--- src/rtl/calc2_port_responder_if.sv ---
// rtl/calc2_port_responder_if.sv - request/response bundle for one calc2 port
interface calc2_port_responder_if;
  logic [3:0]  req_cmd_in;
  logic [31:0] req_data_in;
  logic [1:0]  req_tag_in;
  logic [1:0]  out_resp;
  logic [31:0] out_data;
  logic [1:0]  out_tag;
  logic        tag_err;

  modport master (
    output req_cmd_in, req_data_in, req_tag_in,
    input  out_resp, out_data, out_tag, tag_err
  );

  modport slave (
    input  req_cmd_in, req_data_in, req_tag_in,
    output out_resp, out_data, out_tag, tag_err
  );
endinterface

--- src/rtl/calc2_port_responder.sv ---
// rtl/calc2_port_responder.sv - calc2 single-port responder: two-cycle capture,
// tag-indexed scoreboard with per-op latency, oldest-ready-first response emission
module calc2_port_responder #(
  parameter int LAT_ARITH = 3,
  parameter int LAT_SHIFT = 1
) (
  input logic                   c_clk,
  input logic                   reset,
  calc2_port_responder_if.slave port
);
  localparam logic [3:0] CMD_ADD = 4'h1;
  localparam logic [3:0] CMD_SUB = 4'h2;
  localparam logic [3:0] CMD_SHL = 4'h5;
  localparam logic [3:0] CMD_SHR = 4'h6;
  localparam logic [1:0] RESP_NONE = 2'd0;
  localparam logic [1:0] RESP_OK   = 2'd1;
  localparam logic [1:0] RESP_ERR  = 2'd2;

  typedef enum logic {IDLE, OP2} state_t;
  state_t state, state_nxt;
  logic capture, write_en, collide, accept, tag_err_q;
  logic [3:0]  cmd_q;
  logic [1:0]  tag_q;
  logic [31:0] op1_q;

  logic [32:0] sum;
  logic [31:0] res_data;
  logic [1:0]  res_resp;
  logic [3:0]  res_lat;

  logic [3:0]  valid;
  logic [31:0] sb_data [4];
  logic [1:0]  sb_resp [4];
  logic [3:0]  sb_cnt [4];
  // older_than[i][j] set means entry j was captured before entry i
  logic [3:0]  older_than [4];
  logic [3:0]  ready;
  logic        emit_any;
  logic [1:0]  emit_sel;

  always_comb begin
    state_nxt = state;
    capture   = 1'b0;
    write_en  = 1'b0;
    case (state)
      IDLE: if (port.req_cmd_in != 4'h0) begin
        capture   = 1'b1;
        state_nxt = OP2;
      end
      OP2: begin
        write_en  = 1'b1;
        state_nxt = IDLE;
      end
      default: state_nxt = IDLE;
    endcase
  end

  assign collide = valid[tag_q];
  assign accept  = write_en && !collide;

  always_comb begin
    sum      = {1'b0, op1_q} + {1'b0, port.req_data_in};
    res_data = '0;
    res_resp = RESP_ERR;
    res_lat  = 4'(LAT_SHIFT);
    case (cmd_q)
      CMD_ADD: begin
        res_lat = 4'(LAT_ARITH);
        if (!sum[32]) begin
          res_data = sum[31:0];
          res_resp = RESP_OK;
        end
      end
      CMD_SUB: begin
        res_lat = 4'(LAT_ARITH);
        if (port.req_data_in <= op1_q) begin
          res_data = op1_q - port.req_data_in;
          res_resp = RESP_OK;
        end
      end
      CMD_SHL: begin
        res_data = op1_q << port.req_data_in[4:0];
        res_resp = RESP_OK;
      end
      CMD_SHR: begin
        res_data = op1_q >> port.req_data_in[4:0];
        res_resp = RESP_OK;
      end
      default: ;
    endcase
  end

  // Ready one cycle before the count hits zero so the response lands at T+1+LAT
  always_comb begin
    ready    = '0;
    emit_any = 1'b0;
    emit_sel = 2'd0;
    for (int i = 0; i < 4; i++) ready[i] = valid[i] && (sb_cnt[i] <= 4'd1);
    for (int i = 0; i < 4; i++) begin
      if (ready[i] && ((ready & older_than[i]) == 4'd0)) begin
        emit_any = 1'b1;
        emit_sel = 2'(i);
      end
    end
  end

  assign port.out_resp = emit_any ? sb_resp[emit_sel] : RESP_NONE;
  assign port.out_data = emit_any ? sb_data[emit_sel] : 32'd0;
  assign port.out_tag  = emit_any ? emit_sel : 2'd0;
  assign port.tag_err  = tag_err_q;

  always_ff @(posedge c_clk) begin
    if (reset) begin
      state     <= IDLE;
      cmd_q     <= '0;
      tag_q     <= '0;
      op1_q     <= '0;
      valid     <= '0;
      tag_err_q <= 1'b0;
      for (int i = 0; i < 4; i++) begin
        sb_data[i]    <= '0;
        sb_resp[i]    <= '0;
        sb_cnt[i]     <= '0;
        older_than[i] <= '0;
      end
    end else begin
      state     <= state_nxt;
      tag_err_q <= write_en && collide;
      if (capture) begin
        cmd_q <= port.req_cmd_in;
        tag_q <= port.req_tag_in;
        op1_q <= port.req_data_in;
      end
      for (int i = 0; i < 4; i++) begin
        if (valid[i] && sb_cnt[i] != 4'd0) sb_cnt[i] <= sb_cnt[i] - 4'd1;
        if (emit_any && emit_sel == 2'(i)) valid[i] <= 1'b0;
      end
      if (accept) begin
        valid[tag_q]      <= 1'b1;
        sb_data[tag_q]    <= res_data;
        sb_resp[tag_q]    <= res_resp;
        sb_cnt[tag_q]     <= res_lat;
        older_than[tag_q] <= valid;
        for (int j = 0; j < 4; j++) older_than[j][tag_q] <= 1'b0;
      end
    end
  end
endmodule

--- src/flat_wrapper.sv ---
// flat-port wrapper written by rule: the top's interface ports become plain ports
module calc2_port_responder_flat 
#(
  parameter int LAT_ARITH = 3,
  parameter int LAT_SHIFT = 1
)
  (c_clk, reset, port_req_cmd_in, port_req_data_in, port_req_tag_in, port_out_resp, port_out_data, port_out_tag, port_tag_err);
  calc2_port_responder_if port_i ();
  input logic c_clk;
  input logic reset;
  input wire logic [$bits(port_i.req_cmd_in)-1:0] port_req_cmd_in;
  input wire logic [$bits(port_i.req_data_in)-1:0] port_req_data_in;
  input wire logic [$bits(port_i.req_tag_in)-1:0] port_req_tag_in;
  output wire logic [$bits(port_i.out_resp)-1:0] port_out_resp;
  output wire logic [$bits(port_i.out_data)-1:0] port_out_data;
  output wire logic [$bits(port_i.out_tag)-1:0] port_out_tag;
  output wire logic [$bits(port_i.tag_err)-1:0] port_tag_err;
  assign port_i.req_cmd_in = port_req_cmd_in;
  assign port_i.req_data_in = port_req_data_in;
  assign port_i.req_tag_in = port_req_tag_in;
  assign port_out_resp = port_i.out_resp;
  assign port_out_data = port_i.out_data;
  assign port_out_tag = port_i.out_tag;
  assign port_tag_err = port_i.tag_err;
  calc2_port_responder #(.LAT_ARITH(LAT_ARITH), .LAT_SHIFT(LAT_SHIFT)) u_core (.c_clk(c_clk), .reset(reset), .port(port_i));
endmodule
--- config.mk ---
export PLATFORM = sky130hd
export DESIGN_NAME = calc2_port_responder_flat
export DESIGN_NICKNAME = d
export VERILOG_FILES = /design/src/rtl/calc2_port_responder_if.sv /design/src/rtl/calc2_port_responder.sv /design/src/flat_wrapper.sv
export SDC_FILE = /design/constraint.sdc
export NUM_CORES = 1
export LEC_CHECK = 0
export ABC_AREA = 1
export CAP_MARGIN = 5
export CORE_ASPECT_RATIO = 0.7
export CORE_MARGIN = 8
export CORE_UTILIZATION = 63
export CTS_CLUSTER_DIAMETER = 120
export DETAILED_ROUTE_END_ITERATION = 10
export DONT_BUFFER_PORTS = 1
export PLACE_DENSITY = 0.77
export SYNTH_ARGS = -nofsm -noshare
export SYNTH_HDL_FRONTEND = slang
export SYNTH_SLANG_ARGS = --single-unit
export TNS_END_PERCENT = 20
--- constraint.sdc ---
create_clock -name c_clk -period 3.84 [get_ports c_clk]
set_input_delay 0.576 -clock c_clk [delete_from_list [all_inputs] [get_ports c_clk]]
set_output_delay 0.576 -clock c_clk [all_outputs]
set_load 0.01 [all_outputs]
# Word level (Yosys, flattened, before mapping)
# Memory sizes are Yosys's and may differ from the RTL's.
# Cells that the tools add are included.
# word_totals
mem_bits_ro	0
out_inout_bits	37
latchBits	0
memories	4
mem_bits_rw	168
wordCells	222
ff_bits	44
in_bits	40
# op_classes
div_mod_pow	0
reduce_logical	34
n_addsub	6
shift	2
n_eq_ne	11
n_mul	0
bitwise	74
magnitude_cmp	7
muxes	78
# memory_table
name	words	width	read_ports	rd_ports_with_merged_regs	wr	line	text
u_core.sb_data	4	32	1	0	4	calc2_port_responder.sv:32	logic [31:0] sb_data [4];
u_core.older_than	4	4	4	0	5	calc2_port_responder.sv:36	logic [3:0] older_than [4];
u_core.sb_cnt	4	4	4	0	5	calc2_port_responder.sv:34	logic [3:0] sb_cnt [4];
u_core.sb_resp	4	2	1	0	4	calc2_port_responder.sv:33	logic [1:0] sb_resp [4];
# ops
cell	count
$mux W32	4
$pmux W32 S4	1
$mux W1	53
$add A32 B32 Y33	1
$and A1 B1 Y1	32
$le A32 B32 Y1	1
$reduce_or A32 Y1	1
$shl A32 B5 Y32	1
$shr A32 B5 Y32	1
$sub A32 B32 Y32	1
$mux W4	6
$mux W2	10
$or A1 B1 Y1	20
$reduce_bool A4 Y1	5
$logic_and A1 B1 Y1	19
$not A1 Y1	17
$and A4 B4 Y4	4
$le A4 B1 Y1 const B	4
$logic_not A4 Y1	4
$sub A4 B1 Y4 const B	4
$eq A2 B2 Y1 const B	6
$eq A4 B3 Y1 const B	2
$pmux W2 S3	1
$reduce_or A2 Y1	3
other kinds (11)	11

# Longest topological paths before layout
# An unclocked memory read counts as a cell.
# depth
word_depth	15
ltp_mapped	21
ltp_nobuf	18

# Worst setup path after synthesis
# Ideal clock, no wire load.
# synth_timing
path_type	input -> register
from	input port_req_data_in[3]
to	memory u_core.sb_data[2][25] (data pin)
path_buffers	5
required_ns	3.574
path_stages	21
arrival_ns	2.968
path_slack_ns	0.606
path_cell_list	buf_2 -> clkinv_1 -> clkbuf_1 -> clkbuf_1 -> ha_1 -> buf_4 -> inv_1 -> nand2_1 -> nand3_1 -> nand2_1 -> nand2_1 -> nand2_1 -> nand2_1 -> nand2_2 -> nand2_2 -> nor2_4 -> buf_6 -> nand2_1 -> nand3_1 -> nand2_1 -> nor2_1
# synth_rtl
item	line	text
start: declaration	flat_wrapper.sv:12	input wire logic [$bits(port_i.req_data_in)-1:0] port_req_data_in;
end: declaration	calc2_port_responder.sv:32	

==> out/results.ini <==
[outcome]
status=finished clean

[logic_synthesis]
async_flop_share_pct=0
synthesis_stage_register_bit_count=212
synth_edf_count=156
synth.yosys.seq_area_share_pct=31.49
yosysWarnings=0
postSynth.topFlopCell=edfxtp_1
synth_cell_type_count=55
mappedNetlistArea_mm2=0.01844
synthCells=2839
synthesis.area_per_instance_um2=6.494

[routing]
detail_route.wl_per_cell_um=20.76
vias=19022
routed_via_density=6.004
top_layer_used=met5
drt_drc_violations_left=0
initialDrtViolationCount=2675
postRouteAntennaNets=0
routed-wl-met2_mm=26.58
route.layer.met1.wl_mm=26.99
detailedRoute.firstPassIterationCount=6
dr_wl_met3_mm=9.420
detail_route.wirelength_mm=65.77

[power_and_ir_drop]
power_density_over_the_cells_mw_per_mm2=348.7
design_power_total_mw=6.733
cellLeakagePower_nw=9.618
ir_drop_worst_vdd_mv=0.3426

[layout]
layout.nets=2893
utilization_after_layout_pct=66.98
num_antenna_cells=0
drive_above_1_share_pct=7.168
post-route-cell-area_mm2=0.01931
area.growth.synth_to_final_pct=4.724
finalNonFillerCells=3168

[die]
core_region_mm2=0.02882
die_h_um=159.1
ioPinCount=77
initial_utilization_pct=63.96
dieArea_mm2=0.03508
floorplan.rows=52
die-width_um=220.5

[hold_path]
whs_path_depth=1
worstHoldStart=reset
timing.hold.worst.class=in2reg

[grt]
initial_antenna_violation_count=0
grt_max_degree=84
global_route_wire_length_before_repair_mm=99.09
grt-ovfl-total=0
first_global_vias=17469
global_route_usage_sum_pct=36.12

[setup_path]
end_kind=output pin
critPathRequiredTime_ns=3.26
rr_worst_depth=17
critPathArrivalTime_ns=3.16
setup.worst_path.start=u_core.sb_cnt[2][0]$_SDFFE_PP1P_
cp-start-kind=register
r2r-start=u_core.op1_q[0]$_SDFFE_PP0P_
crit_path_max_fanout=18
timing_worst_setup_path_type=reg2out

[timing]
timing.final.crit_period_ns=3.740
worst_slew_margin_rel_pct=46.31
fin_hold_ws_ns=0.1198
fin_crit_sh_pct=97.39
fin_worst_skew_ns=0.01329
final_ws_setup_ns=0.1002
setup-tns-final_ns=0
slew_violations=0
report.final.hold_viol_count=0
fmax_ghz=0.2674
setup-violations-final=0
worstMarginPinSlew_ns=0.8053

[clock_tree]
htree_levels=1
cts-buffers-inserted=22
clk-insertion-delay-late_ns=0.53
tritoncts_num_sinks=212
holdBufCountCts=0
tritoncts_clock_tree=yes
ctsRootBufferMaster=clkbuf_16
buffer_depth_of_the_longest_clock_path=3
clk_transition_reported_paths_ns=0.07

[placed_design]
place.port_buffers=0
place.detailed.instances=3122
place_congestion=1.057
detailed_place.area_mm2=0.01854
preCtsSetupSlack_ns=0.5294
dp_hpwl_mm=48.60

[run]
max_cap_violations=0

[what timing repair did]
item	4_1_cts	5_1_grt
gates resized for setup	1	6
pin swaps	0	4
gates cloned	0	2
hold endpoints to repair	0	0
buffers inserted	0	4
endpoints found under the setup margin	1	34
[synth_stat cells (5+ instances only)]
| cell | number | area share, % |
|---|---|---|
| mux2i_1 | 13 | 0.71 |
| a21boi_0 | 5 | 0.20 |
| buf_6 | 5 | 0.31 |
| buf_1 | 11 | 0.22 |
| nand2_1 | 883 | 18 |
| edfxtp_1 | 156 | 25 |
| inv_1 | 373 | 7.6 |
| nand4_1 | 36 | 1.2 |
| and2_4 | 26 | 1.2 |
| xor2_1 | 22 | 1.0 |
| nand3_1 | 249 | 6.8 |
| a21oi_2 | 31 | 1.5 |
| o21bai_1 | 39 | 1.6 |
| inv_2 | 8 | 0.16 |
| o211ai_1 | 26 | 1.1 |
| or2_2 | 6 | 0.20 |
| and2_1 | 19 | 0.64 |
| nor3_1 | 18 | 0.49 |
| buf_2 | 36 | 0.98 |
| buf_4 | 12 | 0.49 |
| o21ai_0 | 136 | 3.7 |
| ha_1 | 77 | 5.2 |
| dfxtp_1 | 56 | 6.1 |
| xnor2_1 | 5 | 0.24 |
| nor2_1 | 324 | 6.6 |
| clkbuf_1 | 61 | 1.2 |
| a21oi_1 | 118 | 3.2 |
| nand2_2 | 29 | 0.98 |
| nor4_1 | 7 | 0.24 |
[cell families after synthesis]
| kind of cell | Yosys count | share of synthesized area [%] |
|---|---|---|
| muxes | 13 | 0.7058 |
| AOI/OAI and AO/OA | 373 | 12.04 |
| adders and majority gates | 79 | 5.443 |
| and+or+nand+nor | 1615 | 37.38 |
| other | 1 | 0.02034 |
| buffers and inverters | 519 | 11.64 |
| DFF | 212 | 31.49 |
| xor gates and xnor gates | 27 | 1.283 |
[area by class of cell]
class,count,area [um^2]
Clock inverter,13,80.08
Multi-Input combinational cell,2113,10550
Fill cell,2602,9517
Sequential cell,212,5806
Tap cell,378,473.0
Timing Repair Buffer,40,332.8
Inverter,385,1458
Clock buffer,27,610.6
[per-layer routing]
metal,global-route usage [%],vias up
met2,51.95,1221
met3,10.74,174
met5,1.737,-
li1,-,8932
met1,50.44,8693
met4,12.85,2
[path summary, 6_finish.rpt]
kind / endpoint / slack, ns
worst min-delay path: u_core.state$_SDFF_PP0_ / 0.12
worst max-delay path: port_out_data[2] / 0.10
worst min register to register: u_core.port.tag_err$_SDFF_PP0_ / 0.44
worst max register to register: u_core.sb_data[0][14]$_SDFFCE_PN0P_ / 0.56
[flip-flops by register name, indices dropped and copies added (netlist names)]
signal and cells:
u_core.op1_q 32, u_core.tag_q 2, u_core.sb_data 128, u_core.port.tag_err 1, u_core.state 1, u_core.sb_cnt 16, u_core.sb_resp 8, u_core.cmd_q 4
u_core.valid 4, u_core.older_than 16
[report_power, final]
part | internal [mW] | leakage, nW | switching (mW)
combinational | 0.548 | 7.20 | 1.37
sequential | 2.59 | 2.08 | 0.123
clock | 1.14 | 0.337 | 0.966
total | 4.28 | 9.62 | 2.46
[layout by cell type, fill, tap and decap left out, types with 22 or more instances in the layout]
| cell type | n |
|---|---|
| nand2_1 | 883 |
| inv_1 | 372 |
| nor2_1 | 322 |
| nand3_1 | 249 |
| edfxtp_1 | 156 |
| o21ai_0 | 136 |
| a21oi_1 | 114 |
| ha_1 | 77 |
| dfxtp_1 | 56 |
| o21bai_1 | 39 |
| nand4_1 | 36 |
| buf_4 | 36 |
| a21oi_2 | 35 |
| nand2_2 | 29 |
| and2_4 | 26 |
| o211ai_1 | 26 |
| clkbuf_16 | 23 |
| xor2_1 | 22 |
[worst max-delay path: stages, from the launching register on]
cell,delay (ns)
dfxtp_1,0.38
inv_1,0.09
ha_1,0.22
nor2_1,0.11
nor2_1,0.05
nand2_1,0.09
inv_2,0.06
nand2_1,0.06
o21ai_1,0.10
nor3_4,0.37
nand2_4,0.19
nor2_8,0.36
nand2_1,0.13
and2_0,0.16
a21oi_1,0.26
Note: power is estimated with default switching activity, not from simulation.
==> RTL edit (same settings) <==
Make the reset (`reset`) asynchronous in one clocked block.
--- a/src/rtl/calc2_port_responder.sv
+++ b/src/rtl/calc2_port_responder.sv
@@ -109,7 +109,7 @@
   assign port.out_tag  = emit_any ? emit_sel : 2'd0;
   assign port.tag_err  = tag_err_q;
 
-  always_ff @(posedge c_clk) begin
+  always_ff @(posedge c_clk or posedge reset) begin
     if (reset) begin
       state     <= IDLE;
       cmd_q     <= '0;
Function: differs if reset is asserted again (counterexample within 4 cycles, from zero or initial values and one cycle with reset high); with reset held inactive, the same outputs for 4 cycles.
==> RTL edit against the original RTL <==
Final area is 1.6% higher; routed wire length up 5.6%; area after synthesis is 1.1% higher; register-to-register slack got worse by 40 ps; setup slack improved by 28 ps; via count grew 8.2%; sequential cell count is the same; count of clock-buffer cells in the layout up 1; synthesized cell count up 10%; largest cell class unchanged; highest routed layer unchanged.
Power is not compared: it rests on default switching activity, and its combinational part moved more than twofold at a synthesized area within 25%.
==> RTL edit: results (changes against the original RTL) <==
Outcome
  • Outcome: complete, no violations

Synthesis
  • Synth cell types: 47 (-15%)
  • Largest cells by area after synthesis: dfrtp_1 (28%), nand2_1 (26%), inv_1 (8.0%)
  • Post-synthesis sequential area ratio: 0.285 (-0.0302)
  • Top post-synthesis cells by count: nand2_1 (1293), inv_1 (397), nor2_1 (241)
  • Ys flop type: dfrtp_1

Setup path
  • R2R Path End: u_core.sb_data[91]$_DFFE_PP0P_
  • Worst Setup SP: u_core.sb_cnt[1]$_DFF_PP0_
  • Crit path arrival time: 3140 ps (-20 ps)
  • Reg2Reg Setup Slack: 520 ps (-40 ps)
  • Reg2reg start: u_core.op1_q[18]$_DFFE_PP0P_
  • Slowest-stage cell, CP: dfrtp_1
  • FF-to-FF path depth: 13 (-4)
  • Worst setup path end: port_out_data[29]

Final layout
  • # fillers: 2552 (-1.9%)
  • Nets: 3157 (+9.1%)

GRT
  • First-pass GRT wire length: 107 mm (+7.5%)
  • Pin count of the biggest net entering global routing: 98 (+17%)
  • Number of global-route vias before repair: 19.1k (+9.4%)

Worst hold path
  • Hold Crit Class: in -> async

Routing
  • Routed WL: 69.5 mm (+5.6%)
  • Routed via count: 20.6k (+8.2%)
  • Vias per cell: 6.00 (-0.12%)

Placed design
  • GPL Wtd Cong: 1.05 (-0.75%)
  • Placed Cells: 3387 (+8.5%)

Timing
  • Slew Limit Headroom: 0.344 (-0.119)
  • Skew final: 30.9 ps (+17.6 ps)

Clock tree
  • Clock latency on the worst-skew pair: 550 ps (+20 ps)
## RTL edit: cell types whose count changed after synthesis, sizes merged, moves of 13 or more
cell and delta:
edfxtp -156, and2 -20, dfxtp -56, nand3 -13
a21oi -38, inv +29, dfrtp +212, nand2 +395
nor2 -78, o21ai +42, o21bai -36
## RTL edit: through the flow
step	util	setup TNS (ps)	setup WS, ps	hold slack [ps]
floorplan	-	0	508	429
global placement	0.645	0	647	448
detailed placement	0.645	0	534	455
CTS	0.671	0	3.71	108
global route	0.676	-29.2	-29.2	147
finish	0.676	0	128	98.2
## RTL edit: kinds of logic (layout without fill, tap and decap cells)
| kind of cell | Yosys count | count (layout) | share of synthesized area |
|---|---|---|---|
| simple gates | 1894 | 1895 | 0.423 |
| buf+inv | 555 | 484 | 0.119 |
| compound gates | 338 | 338 | 0.0966 |
| flops | 212 | 212 | 0.285 |
| fa+ha+maj | 79 | 79 | 0.0538 |
| xor+xnor | 34 | 34 | 0.0160 |
| mux | 12 | 12 | 0.00645 |
## RTL edit: what timing repair did
action,4_1_cts,5_1_grt
endpoints found under the setup margin,34,34
resized for setup,2,25
hold endpoints to repair,0,0
buffers inserted,0,3
pin swaps,1,3
cloned,1,0
hold buffers,0,0
## RTL edit: metal layers
layer  vias up  wire length [µm]  share of wire  GRT usage
li1       9488                 -              -          -
met4         2              3150          0.045      0.147
met3       243             10400           0.15      0.117
met1      9377             27300           0.39      0.504
met5         -                66        0.00095     0.0140
met2      1473             28600           0.41      0.564
## RTL edit: area by class of cell
class	count	area share
well taps	378	0.0241
clock buffers	28	0.0313
multi-input cells	2358	0.571
inverters	411	0.0792
repair buffers	32	0.0170
flip-flops and latches	212	0.270
clock inverters	13	0.00721
